`config.mk`:
```
export PLATFORM = sky130hd
export DESIGN_NAME = jtag_tap_controller_flat
export DESIGN_NICKNAME = d
export VERILOG_FILES = /design/src/rtl/jtag_tap_controller_if.sv /design/src/rtl/jtag_tap_controller.sv /design/src/flat_wrapper.sv
export SDC_FILE = /design/constraint.sdc
export NUM_CORES = 1
export LEC_CHECK = 0
export ABC_AREA = 1
export BUFFER_PORTS_ARGS = -buffer_cell sky130_fd_sc_hd__buf_2
export CELL_PAD_IN_SITES_DETAIL_PLACEMENT = 1
export CELL_PAD_IN_SITES_GLOBAL_PLACEMENT = 1
export CORE_MARGIN = 3
export CORE_UTILIZATION = 40
export CTS_CLUSTER_SIZE = 20
export DETAILED_ROUTE_END_ITERATION = 16
export MAX_ROUTING_LAYER = met4
export PLACE_DENSITY = 0.8
export SYNTH_ARGS = -nofsm -noshare
export SYNTH_HDL_FRONTEND = slang
export SYNTH_SLANG_ARGS = --single-unit
export TNS_END_PERCENT = 50
```
`constraint.sdc`:
```
create_clock -name tck -period 4 [get_ports tck]
set_input_delay 0 -clock tck [delete_from_list [all_inputs] [get_ports tck]]
set_output_delay 0 -clock tck [all_outputs]
set_load 0.02 [all_outputs]
```
`src/rtl/jtag_tap_controller_if.sv`:
```
// jtag_tap_controller_if: TAP serial pins, user-DR hooks and status outputs of the TAP controller.
interface jtag_tap_controller_if #(parameter int IR_WIDTH = 4);
  logic tms, tdi, tdo, tdo_en, ext_tdo, ext_sel, capture_dr, shift_dr, update_dr, tlr;
  logic [IR_WIDTH-1:0] ir_out;
  modport master (
    output tms, tdi, ext_tdo,
    input  tdo, tdo_en, ext_sel, capture_dr, shift_dr, update_dr, ir_out, tlr
  );
  modport slave (
    input  tms, tdi, ext_tdo,
    output tdo, tdo_en, ext_sel, capture_dr, shift_dr, update_dr, ir_out, tlr
  );
endinterface

```
`src/rtl/jtag_tap_controller.sv`:
```
// jtag_tap_controller: IEEE 1149.1 TAP with BYPASS and USER_DR; define JTAG_IDCODE_EN to add the
// 32-bit ID register, the IDCODE opcode and IDCODE as the reset instruction.
module jtag_tap_controller #(
  parameter int          IR_WIDTH     = 4,
  parameter logic [31:0] IDCODE_VALUE = 32'h1000_0001
) (
  input logic tck,
  input logic trst,
  jtag_tap_controller_if.slave bus
);
  typedef enum logic [3:0] {
    TLR, RTI, SEL_DR, CAP_DR, SH_DR, EX1_DR, PAUSE_DR, EX2_DR, UPD_DR,
    SEL_IR, CAP_IR, SH_IR, EX1_IR, PAUSE_IR, EX2_IR, UPD_IR
  } state_t;
  localparam logic [IR_WIDTH-1:0] OP_USER   = {1'b1, {(IR_WIDTH-1){1'b0}}};
  localparam logic [IR_WIDTH-1:0] OP_BYPASS = '1;
  localparam logic [IR_WIDTH-1:0] IR_CAP    = IR_WIDTH'(1);
`ifdef JTAG_IDCODE_EN
  localparam logic [IR_WIDTH-1:0] OP_IDCODE = IR_WIDTH'(1);
  localparam logic [IR_WIDTH-1:0] IR_RST    = OP_IDCODE;
`else
  localparam logic [IR_WIDTH-1:0] IR_RST    = OP_BYPASS;
`endif
  if (IR_WIDTH < 2) begin : g_bad_ir_width
    $error("IR_WIDTH must be at least 2");
  end
  if (!IDCODE_VALUE[0]) begin : g_bad_idcode
    $error("IDCODE_VALUE bit 0 must be 1");
  end
  state_t              state, nxt;
  logic [IR_WIDTH-1:0] ir, ir_shift, ir_nxt;
  logic                bypass, dr_src, tdo_src, shifting, user_nxt;
  always_comb begin
    nxt = TLR;
    unique case (state)
      TLR:                 nxt = bus.tms ? TLR    : RTI;
      RTI, UPD_DR, UPD_IR: nxt = bus.tms ? SEL_DR : RTI;
      SEL_DR:              nxt = bus.tms ? SEL_IR : CAP_DR;
      CAP_DR, SH_DR:       nxt = bus.tms ? EX1_DR : SH_DR;
      EX1_DR:              nxt = bus.tms ? UPD_DR : PAUSE_DR;
      PAUSE_DR:            nxt = bus.tms ? EX2_DR : PAUSE_DR;
      EX2_DR:              nxt = bus.tms ? UPD_DR : SH_DR;
      SEL_IR:              nxt = bus.tms ? TLR    : CAP_IR;
      CAP_IR, SH_IR:       nxt = bus.tms ? EX1_IR : SH_IR;
      EX1_IR:              nxt = bus.tms ? UPD_IR : PAUSE_IR;
      PAUSE_IR:            nxt = bus.tms ? EX2_IR : PAUSE_IR;
      EX2_IR:              nxt = bus.tms ? UPD_IR : SH_IR;
      default:             nxt = TLR;
    endcase
  end
  // The instruction only moves when leaving Update-IR, so a DR scan always sees a stable opcode.
  assign ir_nxt   = nxt == TLR ? IR_RST : state == UPD_IR ? ir_shift : ir;
  assign user_nxt = ir_nxt == OP_USER;
  assign shifting = state == SH_IR || state == SH_DR;
`ifdef JTAG_IDCODE_EN
  logic [31:0] id;
  assign dr_src = ir == OP_IDCODE ? id[0] : bus.ext_sel ? bus.ext_tdo : bypass;
`else
  assign dr_src = bus.ext_sel ? bus.ext_tdo : bypass;
`endif
  assign tdo_src    = state == SH_IR ? ir_shift[0] : dr_src;
  assign bus.ir_out = ir;
  always_ff @(posedge tck or negedge trst) begin
    if (!trst) begin
      state          <= TLR;
      ir             <= IR_RST;
      ir_shift       <= IR_CAP;
      bypass         <= 1'b0;
`ifdef JTAG_IDCODE_EN
      id             <= IDCODE_VALUE;
`endif
      bus.tlr        <= 1'b1;
      bus.ext_sel    <= 1'b0;
      bus.capture_dr <= 1'b0;
      bus.shift_dr   <= 1'b0;
      bus.update_dr  <= 1'b0;
    end else begin
      state          <= nxt;
      ir             <= ir_nxt;
      ir_shift       <= state == CAP_IR ? IR_CAP : state == SH_IR ? {bus.tdi, ir_shift[IR_WIDTH-1:1]} : ir_shift;
      bypass         <= state == CAP_DR ? 1'b0 : state == SH_DR ? bus.tdi : bypass;
`ifdef JTAG_IDCODE_EN
      id             <= state == CAP_DR ? IDCODE_VALUE : state == SH_DR ? {bus.tdi, id[31:1]} : id;
`endif
      bus.tlr        <= nxt == TLR;
      bus.ext_sel    <= user_nxt;
      bus.capture_dr <= user_nxt && nxt == CAP_DR;
      bus.shift_dr   <= user_nxt && nxt == SH_DR;
      bus.update_dr  <= user_nxt && nxt == UPD_DR;
    end
  end
  // Falling-edge launch gives the receiver a full half period of setup before the next rising edge.
  always_ff @(negedge tck or negedge trst) begin
    if (!trst) begin
      bus.tdo    <= 1'b0;
      bus.tdo_en <= 1'b0;
    end else begin
      bus.tdo    <= shifting & tdo_src;
      bus.tdo_en <= shifting;
    end
  end
endmodule

```
`src/flat_wrapper.sv`:
```
// flat-port wrapper written by rule: the top's interface ports become plain ports
module jtag_tap_controller_flat 
#(
  parameter int          IR_WIDTH     = 4,
  parameter logic [31:0] IDCODE_VALUE = 32'h1000_0001
)
  (tck, trst, bus_tms, bus_tdi, bus_ext_tdo, bus_tdo, bus_tdo_en, bus_ext_sel, bus_capture_dr, bus_shift_dr, bus_update_dr, bus_ir_out, bus_tlr);
  jtag_tap_controller_if #(.IR_WIDTH(IR_WIDTH)) bus_i ();
  input logic tck;
  input logic trst;
  input wire logic [$bits(bus_i.tms)-1:0] bus_tms;
  input wire logic [$bits(bus_i.tdi)-1:0] bus_tdi;
  input wire logic [$bits(bus_i.ext_tdo)-1:0] bus_ext_tdo;
  output wire logic [$bits(bus_i.tdo)-1:0] bus_tdo;
  output wire logic [$bits(bus_i.tdo_en)-1:0] bus_tdo_en;
  output wire logic [$bits(bus_i.ext_sel)-1:0] bus_ext_sel;
  output wire logic [$bits(bus_i.capture_dr)-1:0] bus_capture_dr;
  output wire logic [$bits(bus_i.shift_dr)-1:0] bus_shift_dr;
  output wire logic [$bits(bus_i.update_dr)-1:0] bus_update_dr;
  output wire logic [$bits(bus_i.ir_out)-1:0] bus_ir_out;
  output wire logic [$bits(bus_i.tlr)-1:0] bus_tlr;
  assign bus_i.tms = bus_tms;
  assign bus_i.tdi = bus_tdi;
  assign bus_i.ext_tdo = bus_ext_tdo;
  assign bus_tdo = bus_i.tdo;
  assign bus_tdo_en = bus_i.tdo_en;
  assign bus_ext_sel = bus_i.ext_sel;
  assign bus_capture_dr = bus_i.capture_dr;
  assign bus_shift_dr = bus_i.shift_dr;
  assign bus_update_dr = bus_i.update_dr;
  assign bus_ir_out = bus_i.ir_out;
  assign bus_tlr = bus_i.tlr;
  jtag_tap_controller #(.IR_WIDTH(IR_WIDTH), .IDCODE_VALUE(IDCODE_VALUE)) u_core (.tck(tck), .trst(trst), .bus(bus_i));
endmodule
```
; Yosys cells after proc, flatten, opt, wreduce, memory -nomap -nowiden
; Cells that the tools add are included.
[totals]
mem_bits_rw = 0
word_cells = 63
inputBits = 5
out_inout_bits = 11
latchBits = 0
rom_bits = 0
memories = 0
register_bits = 20
[classes]
n_reduce_logical = 11
eq_ne = 19
mux = 21
shift = 0
div_mod_pow = 0
bitwise_logic = 1
n_lt_le_gt_ge = 0
multipliers = 0
addsub = 0
[op_table]
columns = cell, n
row1 = $pmux 4 s12, 1
row2 = $eq 4x4->1 const B, 10
row3 = $mux 4, 8
row4 = $eq 4x3->1 const B, 5
row5 = $eq 4x2->1 const B, 3
row6 = $logic_not 4->1, 2
row7 = $mux 1, 7
row8 = $mux 2, 3
row9 = $mux 3, 2
row10 = $eq 4x1->1 const B, 1
row11 = $reduce_bool 2->1, 2
row12 = $reduce_or 2->1, 2
row13 = $logic_and 1x1->1, 3
row14 = $reduce_or 3->1, 1
row15 = $and 1x1->1, 1
row16 = $logic_or 1x1->1, 1

; Logic depth before layout (Yosys ltp)
; Gate-level depths: netlist (run 1).
[logic_depth]
depth_word = 7
depth_mapped = 11
depth_no_buf = 11

==> out/summary.txt, run 1 <==
CLOCK NETWORK
--------------------------------------------------------------------------------
CTS tree                                                                    done
Quantity of gates resized following cts                                        0
Clock latency reported for the late side of the worst-skew pair           300 ps
TritonCTS Sinks                                                               20
Clock Tree Buf Depth                                                           2
Post-CTS Hold Fix Bufs                                                         2
Number of clock buffers inserted by TritonCTS                                  3
CTS Root Cell                                                           clkbuf_4
Clock transition at the registers of the reported paths                   110 ps
Level count of the clock H-tree                                                1
Post-CTS setup-driven buffer insertion count                                   0

STA
--------------------------------------------------------------------------------
Worst relative slew slack                                                  70.8%
Final hold violation count                                                     0
Max Slew Vio Count                                                             0
Clock skew                                                               4.16 ps
Actual transition at the worst max-transition pin                         438 ps
Fin Setup TNS                                                               0 ps
Final Setup Violations                                                         0
RSZ-0062 raised after global routing                                       false

SYNTH
--------------------------------------------------------------------------------
Area share of the largest cell type after synthesis                        27.8%
Synthesized instance count                                                   142
Synthesized Nets                                                             147
Number of synthesized register bits                                           20
Post-Synthesis Mean Instance Area                                     7.60 sq um
Most common flop cell mapped by yosys                                    dfrtp_1
Async SR Flop Fraction                                                      100%
Count of cell types in the netlist                                            21
Mapped Area                                                           1080 sq um
Number of flops mapped to enable cells by yosys                                0
Biggest area contributors in the synthesized netlist                dfrtp_1 28%, dfstp_2 15%, nand2_1 13%
Total number of yosys warnings                                                 0
Sequential area share after synthesis                                      47.0%
Cell type with the highest aggregate area in the netlist                 dfrtp_1

WORST SETUP PATH
--------------------------------------------------------------------------------
Data required time of the critical path                                  2330 ps
Type of the setup path with the least slack                         flop to flop
Worst Setup Start Kind                                                      flop
Worst-path fanout max                                                          4
Worst endpoint data arrival time                                         1790 ps
Element type at the critical path end                                       flop

PLACED DESIGN
--------------------------------------------------------------------------------
HPWL after detailed placement                                            2100 um
Port buffer count                                                             15
Final estimated routing congestion in global placement                     0.879

GRT
--------------------------------------------------------------------------------
Largest net degree at the start of global routing                             21
Overall global routing resource usage                                      18.6%
Wire length of the first global-routing pass                             4550 um
Remaining global-route overflow                                                0
Number of antenna violations at the first check in global routing              0
Vias in the first global route                                               983

FINAL LAYOUT
--------------------------------------------------------------------------------
Synth-to-layout area growth                                                16.7%
Proportion of layout cells with a drive suffix above 1                     27.8%
Commonest non-fill, non-tap cells in the layout                     36 x nand2_1, 23 x inv_1, 19 x nor2_1
Final net count                                                              168
Leading cell type in the layout, fill and taps excluded                  nand2_1
Antenna cell count                                                             0

PWR
--------------------------------------------------------------------------------
Post-layout power                                                       0.878 mW
VDD IR max                                                                421 uV
P per Cell Area                                                      697 nW/um^2
Leakage power                                                           0.720 nW

ROUTE
--------------------------------------------------------------------------------
Sum of routed wire length over all layers                                2700 um
Residual antenna-violating net count after detailed routing                    0
Detailed router's first-iteration violation count                             23
Average vias per placed instance                                            4.93
DRC violations left                                                            0
Average wire per standard cell                                           14.1 um
Number of detailed-route iterations in the first pass                          3
Number of vias after detailed routing                                        946

DIE
--------------------------------------------------------------------------------
Area of the core region                                               2520 sq um
DIE AREA                                                              3360 sq um
I/O pins                                                                      16
Die span in x                                                            58.0 um
Number of standard-cell rows in the floorplan                                 18
Die Height                                                               58.0 um
Starting density of the core                                               42.8%

RUN
--------------------------------------------------------------------------------
Max-capacitance violation count                                                0

WORST HOLD PATH
--------------------------------------------------------------------------------
Worst min-delay path class                                          primary input to flop

RUN STATUS
--------------------------------------------------------------------------------
Run status                                                          finished, final reports clean

## sequential cells by signal, summed over array words and instances, names as in the netlist
| register | count |
|---|---|
| u_core.bus.shift_dr | 1 |
| u_core.bus.update_dr | 1 |
| u_core.bus.ir_out | 4 |
| u_core.state | 4 |
| u_core.bus.tlr | 1 |
| u_core.bus.ext_sel | 1 |
| u_core.bus.tdo_en | 1 |
| u_core.bus.tdo | 1 |
| u_core.ir_shift | 4 |
| u_core.bypass | 1 |
| u_core.bus.capture_dr | 1 |
## kinds of logic (layout without fill, tap and decap cells)
kind of cell	count (synthesis)	count (layout)	synth area share (%)
AOI/OAI and AO/OA	17	17	8.57
buffers and inverters	27	47	9.50
DFF	20	20	47.0
and+or+nand+nor	78	78	34.9
## worst paths after layout
check	startpoint	end	slack [ps]	cells after the start
worst max-delay path	u_core.state[3]	u_core.bus.tdo	540	8
worst min-delay path	bus_tms	u_core.state[3]	60	3
worst max register to register	u_core.state[3]	u_core.bus.tdo	540	8
worst min register to register	u_core.bypass	u_core.bypass	560	2
max in group asynchronous	trst	u_core.bus.tdo	1610	2
min in group asynchronous	trst	u_core.bypass	160	2
## cell type report
type	instances	area, sq um
repair buffers	17	95.1
fillers	330	1260
clock buffers	3	22.5
well taps	30	37.5
multi-input cells	95	469
flip-flops and latches	20	508
clock inverters	1	30.0
inverters	26	97.6
## per-layer routing
metal | global-route usage (%) | vias up | part of all wire, % | wire length (um)
met5 | - | - | 0 | 0
met4 | 1.99 | 0 | 0.26 | 7
met3 | 4.68 | 2 | 3.9 | 104
met2 | 31.9 | 12 | 52 | 1410
met1 | 22.7 | 459 | 44 | 1180
li1 | - | 473 | - | -
## synthesized netlist by cell type, types with 2 or more instances
library cell   n
a21oi_1        4
dfrtn_1        2
dfrtp_1       12
dfstp_2        6
inv_1         23
inv_2          3
nand2_1       36
nand2_2        4
nand3_1        5
nand3_2        3
nor2_1        19
nor2_2         7
o21ai_0        7
o22ai_1        4
## worst max-delay path, cell delays in order (launching register included)
cell     delay, ps
dfrtp_1        400
inv_1           70
nor2_1         220
inv_1          100
nor2_1         240
inv_1          140
nand2_1         90
o21ai_0         80
a21oi_1        130
## stage by stage
| stage | hold slack, ps | utilization [%] | cell area [sq um] | worst slack (ps) | instances |
|---|---|---|---|---|---|
| after detailed placement | -34.5 | 47.1 | 1190 | 595 | 186 |
| after floorplan | -296 | - | 1080 | 856 | 142 |
| final | 56.7 | 50.0 | 1260 | 545 | 192 |
| after global placement | -47.7 | 47.1 | 1190 | 739 | 186 |
| after global routing | 72.8 | 50.0 | 1260 | 415 | 192 |
| after CTS | 52.6 | 50.0 | 1260 | 529 | 192 |
## where the power goes
part,switching [mW],total (mW),internal [mW]
combinational,0.287,0.412,0.126
sequential,0.0344,0.300,0.266
clock,0.0645,0.166,0.101
total,0.386,0.878,0.493
(Power assumes the default switching activity.)
==> run 2: changes to the inputs <==
--- a/config.mk
+++ b/config.mk
@@ -9,7 +9,6 @@
 export BUFFER_PORTS_ARGS = -buffer_cell sky130_fd_sc_hd__buf_2
 export CELL_PAD_IN_SITES_DETAIL_PLACEMENT = 1
 export CELL_PAD_IN_SITES_GLOBAL_PLACEMENT = 1
-export CORE_MARGIN = 3
 export CORE_UTILIZATION = 40
 export CTS_CLUSTER_SIZE = 20
 export DETAILED_ROUTE_END_ITERATION = 16
==> run 2 against run 1 <==
Compared with the run above:
- worst setup slack better by 93 ps
- first-iteration DRC count down 70%
- combinational power up 1%
- critical path type unchanged
- critical endpoint unchanged
==> out/summary.txt, run 2 (synthesis results as in run 1) <==
RUN STATUS
--------------------------------------------------------------------------------
Run status                                                          finished, final reports clean

DIE
--------------------------------------------------------------------------------
Starting density of the core                                               42.8%
Die span in x                                                            54.0 um
Number of standard-cell rows in the floorplan                                 18
Area of the core region                                               2520 sq um
I/O pins                                                                      16
Die Height                                                               54.0 um
DIE AREA                                                              2910 sq um

WORST SETUP PATH
--------------------------------------------------------------------------------
Critical Path Most Common Cell                                             inv_1
Kind of cell adding the most delay to the critical path             simple AND/OR/NAND/NOR gates
Type of the setup path with the least slack                         flop to flop
Data required time of the critical path                                  2330 ps
Delay of the slowest cell on the worst path                               400 ps
Worst endpoint data arrival time                                         1690 ps
Worst Setup Start Kind                                                      flop
Worst-path fanout max                                                          4
Element type at the critical path end                                       flop
Cells traversed along the worst timing path                         inv_1 > nor2_1 > inv_1 > nor2_1 > inv_1 > nand2_1 > o21ai_0 > a21oi_1
Cell with the biggest individual delay on the critical path              dfrtp_1
Buffers and inverters on the worst path                                        3

STA
--------------------------------------------------------------------------------
Clock skew                                                               8.65 ps
Worst relative slew slack                                                  70.3%
Fin Setup TNS                                                               0 ps
Final Setup Violations                                                         0
Final hold violation count                                                     0
Max Slew Vio Count                                                             0
RSZ-0062 raised after global routing                                       false
Actual transition at the worst max-transition pin                         445 ps

GRT
--------------------------------------------------------------------------------
Number of antenna violations at the first check in global routing              0
Wire length of the first global-routing pass                             4350 um
Overall global routing resource usage                                      22.2%
Remaining global-route overflow                                                0
Largest net degree at the start of global routing                             21
Vias in the first global route                                               923

CLOCK NETWORK
--------------------------------------------------------------------------------
Clock Tree Buf Depth                                                           2
CTS tree                                                                    done
Level count of the clock H-tree                                                1
TritonCTS Sinks                                                               20
Number of clock buffers inserted by TritonCTS                                  3
Clock transition at the registers of the reported paths                   110 ps
Post-CTS Hold Fix Bufs                                                         2
CTS Root Cell                                                           clkbuf_4
Post-CTS setup-driven buffer insertion count                                   0
Clock latency reported for the late side of the worst-skew pair           300 ps
Quantity of gates resized following cts                                        0

WORST HOLD PATH
--------------------------------------------------------------------------------
Worst min-delay path class                                          primary input to flop

PWR
--------------------------------------------------------------------------------
P per Cell Area                                                      672 nW/um^2
Leakage power                                                           0.713 nW
VDD IR max                                                                348 uV

PLACED DESIGN
--------------------------------------------------------------------------------
Post-placement cell area                                              1190 sq um
Final estimated routing congestion in global placement                     0.918
HPWL after detailed placement                                            2130 um
Port buffer count                                                             15

FINAL LAYOUT
--------------------------------------------------------------------------------
Post-route design area                                                1240 sq um
Final net count                                                              168
Synth-to-layout area growth                                                15.2%
Leading cell type in the layout, fill and taps excluded                  nand2_1
Commonest non-fill, non-tap cells in the layout                     36 x nand2_1, 23 x inv_1, 19 x nor2_1
Antenna cell count                                                             0
Proportion of layout cells with a drive suffix above 1                     27.8%

RUN
--------------------------------------------------------------------------------
Max-capacitance violation count                                                0

ROUTE
--------------------------------------------------------------------------------
Average wire per standard cell                                           13.6 um
Sum of routed wire length over all layers                                2610 um
Residual antenna-violating net count after detailed routing                    0
DRC violations left                                                            0
Number of detailed-route iterations in the first pass                          4
Detailed router's first-iteration violation count                              7
Number of vias after detailed routing                                        937
Average vias per placed instance                                            4.88

-- run 2: changes by cell type in the layout (fill, tap and decap cells not counted) --
| cell | previous run | this run |
|---|---|---|
| clkbuf_8 | 0 | 1 |
| bufinv_16 | 1 | 0 |
-- run 2: path summary, 6_finish.rpt --
check / startpoint / endpoint / slack [ps] / depth (start not counted)
setup / recovery: u_core.state[3] / u_core.bus.tdo / 640 / 8
hold reg to reg: u_core.ir_shift[0] / u_core.ir_shift[0] / 550 / 2
min in group asynchronous: trst / u_core.state[2] / 170 / 2
hold / removal: bus_tms / u_core.state[3] / 60 / 3
setup reg to reg: u_core.state[3] / u_core.bus.tdo / 640 / 8
max in group asynchronous: trst / u_core.bus.tdo / 1600 / 2
-- run 2: stage by stage --
step	hold WS (ps)	power [mW]	instances	utilization [%]	worst slack, ps
finish	64.9	0.836	192	49.3	638
global route	78.0	0.903	192	49.3	466
CTS	55.8	0.844	192	49.3	632
detailed placement	-33.7	0.724	186	47.1	662
global placement	-47.0	0.698	186	47.1	736
floorplan	-296	0.614	142	-	856
-- run 2: cell type report --
cell class                 instances  area (sq um)
clock buffer                       4          36.3
fill                             335          1280
inverter                          26          97.6
multi-input combinational         95           469
sequential                        20           508
tap                               30          37.5
timing repair buffer              17          95.1
-- run 2: power by group --
group          total [mW]  internal, mW  leakage, nW  switching [mW]
Combinational       0.418         0.126        0.441           0.292
Sequential          0.301         0.266        0.250          0.0355
Clock               0.116        0.0555       0.0210          0.0605
-- run 2: routing by layer --
layer	wire, um	global-route usage, %	part of all wire (%)
met1	1200	26.4	46
met2	1320	38.5	51
met3	82	5.93	3.1
met4	0	2.63	0
met5	0	-	0
-- run 2: worst min-delay path, stage by stage --
cell and delay, ps:
buf_2 170, nand2_1 100, nand2_2 60
==> run 3: changes to the inputs <==
--- a/config.mk
+++ b/config.mk
@@ -9,11 +9,11 @@
 export BUFFER_PORTS_ARGS = -buffer_cell sky130_fd_sc_hd__buf_2
 export CELL_PAD_IN_SITES_DETAIL_PLACEMENT = 1
 export CELL_PAD_IN_SITES_GLOBAL_PLACEMENT = 1
-export CORE_UTILIZATION = 40
+export CORE_UTILIZATION = 36
 export CTS_CLUSTER_SIZE = 20
 export DETAILED_ROUTE_END_ITERATION = 16
 export MAX_ROUTING_LAYER = met4
-export PLACE_DENSITY = 0.8
+export PLACE_DENSITY = 0.76
 export SYNTH_ARGS = -nofsm -noshare
 export SYNTH_HDL_FRONTEND = slang
 export SYNTH_SLANG_ARGS = --single-unit
==> constraint.sdc (replaced) <==
create_clock -name tck -period 2.9 [get_ports tck]
set_input_delay 0 -clock tck [delete_from_list [all_inputs] [get_ports tck]]
set_output_delay 0 -clock tck [all_outputs]
set_load 0.02 [all_outputs]
==> run 3 against run 2 <==
Compared with the run above:
- the run now ends with DRC left
- critical path depth unchanged
- utilization shrank 4.7 points
- register-to-register slack got worse by 450 ps
- largest power group unchanged
- highest routed layer is now met4
==> out/summary.txt, run 3 (synthesis results as in run 1) <==
PLACED DESIGN
--------------------------------------------------------------------------------
HPWL after detailed placement                                            2090 um
Final estimated routing congestion in global placement                     0.922
Setup WS pre-CTS                                                         79.0 ps
Post-placement cell area                                              1190 sq um
Port buffer count                                                             15
Post-placement cell count                                                    187

WORST SETUP PATH
--------------------------------------------------------------------------------
Termination of the worst setup path                                 u_core.bus.tdo
CP startpoint                                                       u_core.state[3]
R2r setup slk                                                             190 ps
Delay of the slowest cell on the worst path                               400 ps
Capture point of the worst reg-to-reg path                          u_core.bus.tdo
Worst endpoint data arrival time                                         1580 ps
Cell with the biggest individual delay on the critical path              dfrtp_1
Worst-path fanout max                                                          4
Type of the setup path with the least slack                         flop to flop
Element type at the critical path end                                       flop
Critical Path Most Common Cell                                             inv_1
RR Startpoint                                                       u_core.state[3]
Data required time of the critical path                                  1770 ps
Reg2Reg Depth                                                                  8
Cells traversed along the worst timing path                         inv_1 > nor2_2 > inv_1 > nor2_2 > inv_1 > nand2_1 > o21ai_0 > a21oi_1
Worst Setup Start Kind                                                      flop

ROUTE
--------------------------------------------------------------------------------
Average vias per placed instance                                            4.74
Detailed router's first-iteration violation count                             16
Number of vias after detailed routing                                        914
Residual antenna-violating net count after detailed routing                    0
Number of detailed-route iterations in the first pass                         10
DRC violations left                                                            2
Average wire per standard cell                                           13.2 um
Sum of routed wire length over all layers                                2550 um

FINAL LAYOUT
--------------------------------------------------------------------------------
Antenna cell count                                                             0
Post-route design area                                                1250 sq um
Fin cells                                                                    193
Post-layout util                                                           44.6%
Commonest non-fill, non-tap cells in the layout                     36 x nand2_1, 23 x inv_1, 17 x nor2_1
Leading cell type in the layout, fill and taps excluded                  nand2_1
Synth-to-layout area growth                                                15.8%
Proportion of layout cells with a drive suffix above 1                     29.0%
Final net count                                                              168

RUN STATUS
--------------------------------------------------------------------------------
Run status                                                          finished with violations
Violated checks                                                              DRC

STA
--------------------------------------------------------------------------------
Final Setup Violations                                                         0
Fin Setup TNS                                                               0 ps
RSZ-0062 raised after global routing                                       false
Final hold violation count                                                     0
Clock skew                                                               1.93 ps
Max Slew Vio Count                                                             0
Actual transition at the worst max-transition pin                         446 ps
Hold Worst Slack                                                         66.9 ps
Setup slack after layout                                                  186 ps
Worst relative slew slack                                                  70.3%

CLOCK NETWORK
--------------------------------------------------------------------------------
Number of clock buffers inserted by TritonCTS                                  3
CTS Root Cell                                                           clkbuf_4
TritonCTS Sinks                                                               20
Clock latency reported for the late side of the worst-skew pair           290 ps
Clock Tree Buf Depth                                                           2
Post-CTS setup-driven buffer insertion count                                   0
CTS tree                                                                    done
Level count of the clock H-tree                                                1
Clock transition at the registers of the reported paths                   110 ps

DIE
--------------------------------------------------------------------------------
I/O pins                                                                      16
DIE AREA                                                              3220 sq um
Area of the core region                                               2810 sq um
Die span in x                                                            56.8 um
Starting density of the core                                               38.5%
Die Height                                                               56.8 um
Number of standard-cell rows in the floorplan                                 19

PWR
--------------------------------------------------------------------------------
Leakage power                                                           0.712 nW
Reported net switching power                                            0.531 mW
P per Cell Area                                                      919 nW/um^2
Clock share of power                                                       13.9%
Fraction of power spent switching nets                                     46.2%
Internal power summed over all cells                                    0.618 mW
Combinational share of power                                               50.0%
Flop pwr share                                                             36.2%
Post-layout power                                                        1.15 mW
VDD IR max                                                                421 uV

GRT
--------------------------------------------------------------------------------
Largest net degree at the start of global routing                             21
Wire length of the first global-routing pass                             4510 um
Overall global routing resource usage                                      18.6%
Vias in the first global route                                               958
Number of antenna violations at the first check in global routing              0
Remaining global-route overflow                                                0

RUN
--------------------------------------------------------------------------------
Max-capacitance violation count                                                0

WORST HOLD PATH
--------------------------------------------------------------------------------
Worst min-delay path class                                          primary input to flop

==> run 3: what timing repair did <==
item / in CTS / in global routing
setup endpoints to repair: 0 / 1
endpoints found under the hold margin: 20 / 0
gates resized for setup: 0 / 2
hold buffers: 2 / 0
==> run 3: final cells by class <==
cell class                 count  area [sq um]
clock buffer                   4          36.3
fill                         361          1560
inverter                      26          97.6
multi-input combinational     95           474
sequential                    20           508
tap                           31          38.8
timing repair buffer          17          95.1
==> run 3: worst min-delay path by stage <==
stage	start	to	cells after the start
after floorplan	trst	u_core.bus.capture_dr	0
after global placement	trst	u_core.bypass	1
after detailed placement	trst	u_core.bypass	1
after CTS	bus_tms	u_core.state[3]	3
after global routing	bus_tms	u_core.state[3]	3
final	bus_tms	u_core.state[3]	3
==> run 3: per-layer routing <==
layer | part of all wire, % | GRT usage, % | vias up
met4 | 0.39 | 3.14 | 0
met5 | 0 | - | -
li1 | - | - | 475
met1 | 48 | 24.3 | 426
met2 | 49 | 30.3 | 11
met3 | 2.5 | 4.15 | 2
==> run 3: critical path, delay by kind of cell, from the launching register on <==
kind	cells	cell delay [ps]
and+or+nand+nor	3	370
AOI/OAI and AO/OA	2	240
buffers and inverters	3	270
DFF	1	400
==> run 3: power groups by stage <==
stage                     clock network (mW)  logic [mW]  registers (mW)
after CTS                              0.164       0.579           0.415
after floorplan                            0       0.409           0.438
after detailed placement                   0       0.573           0.421
after global placement                     0       0.552           0.413
after global routing                   0.177       0.642           0.424
final                                  0.159       0.574           0.416
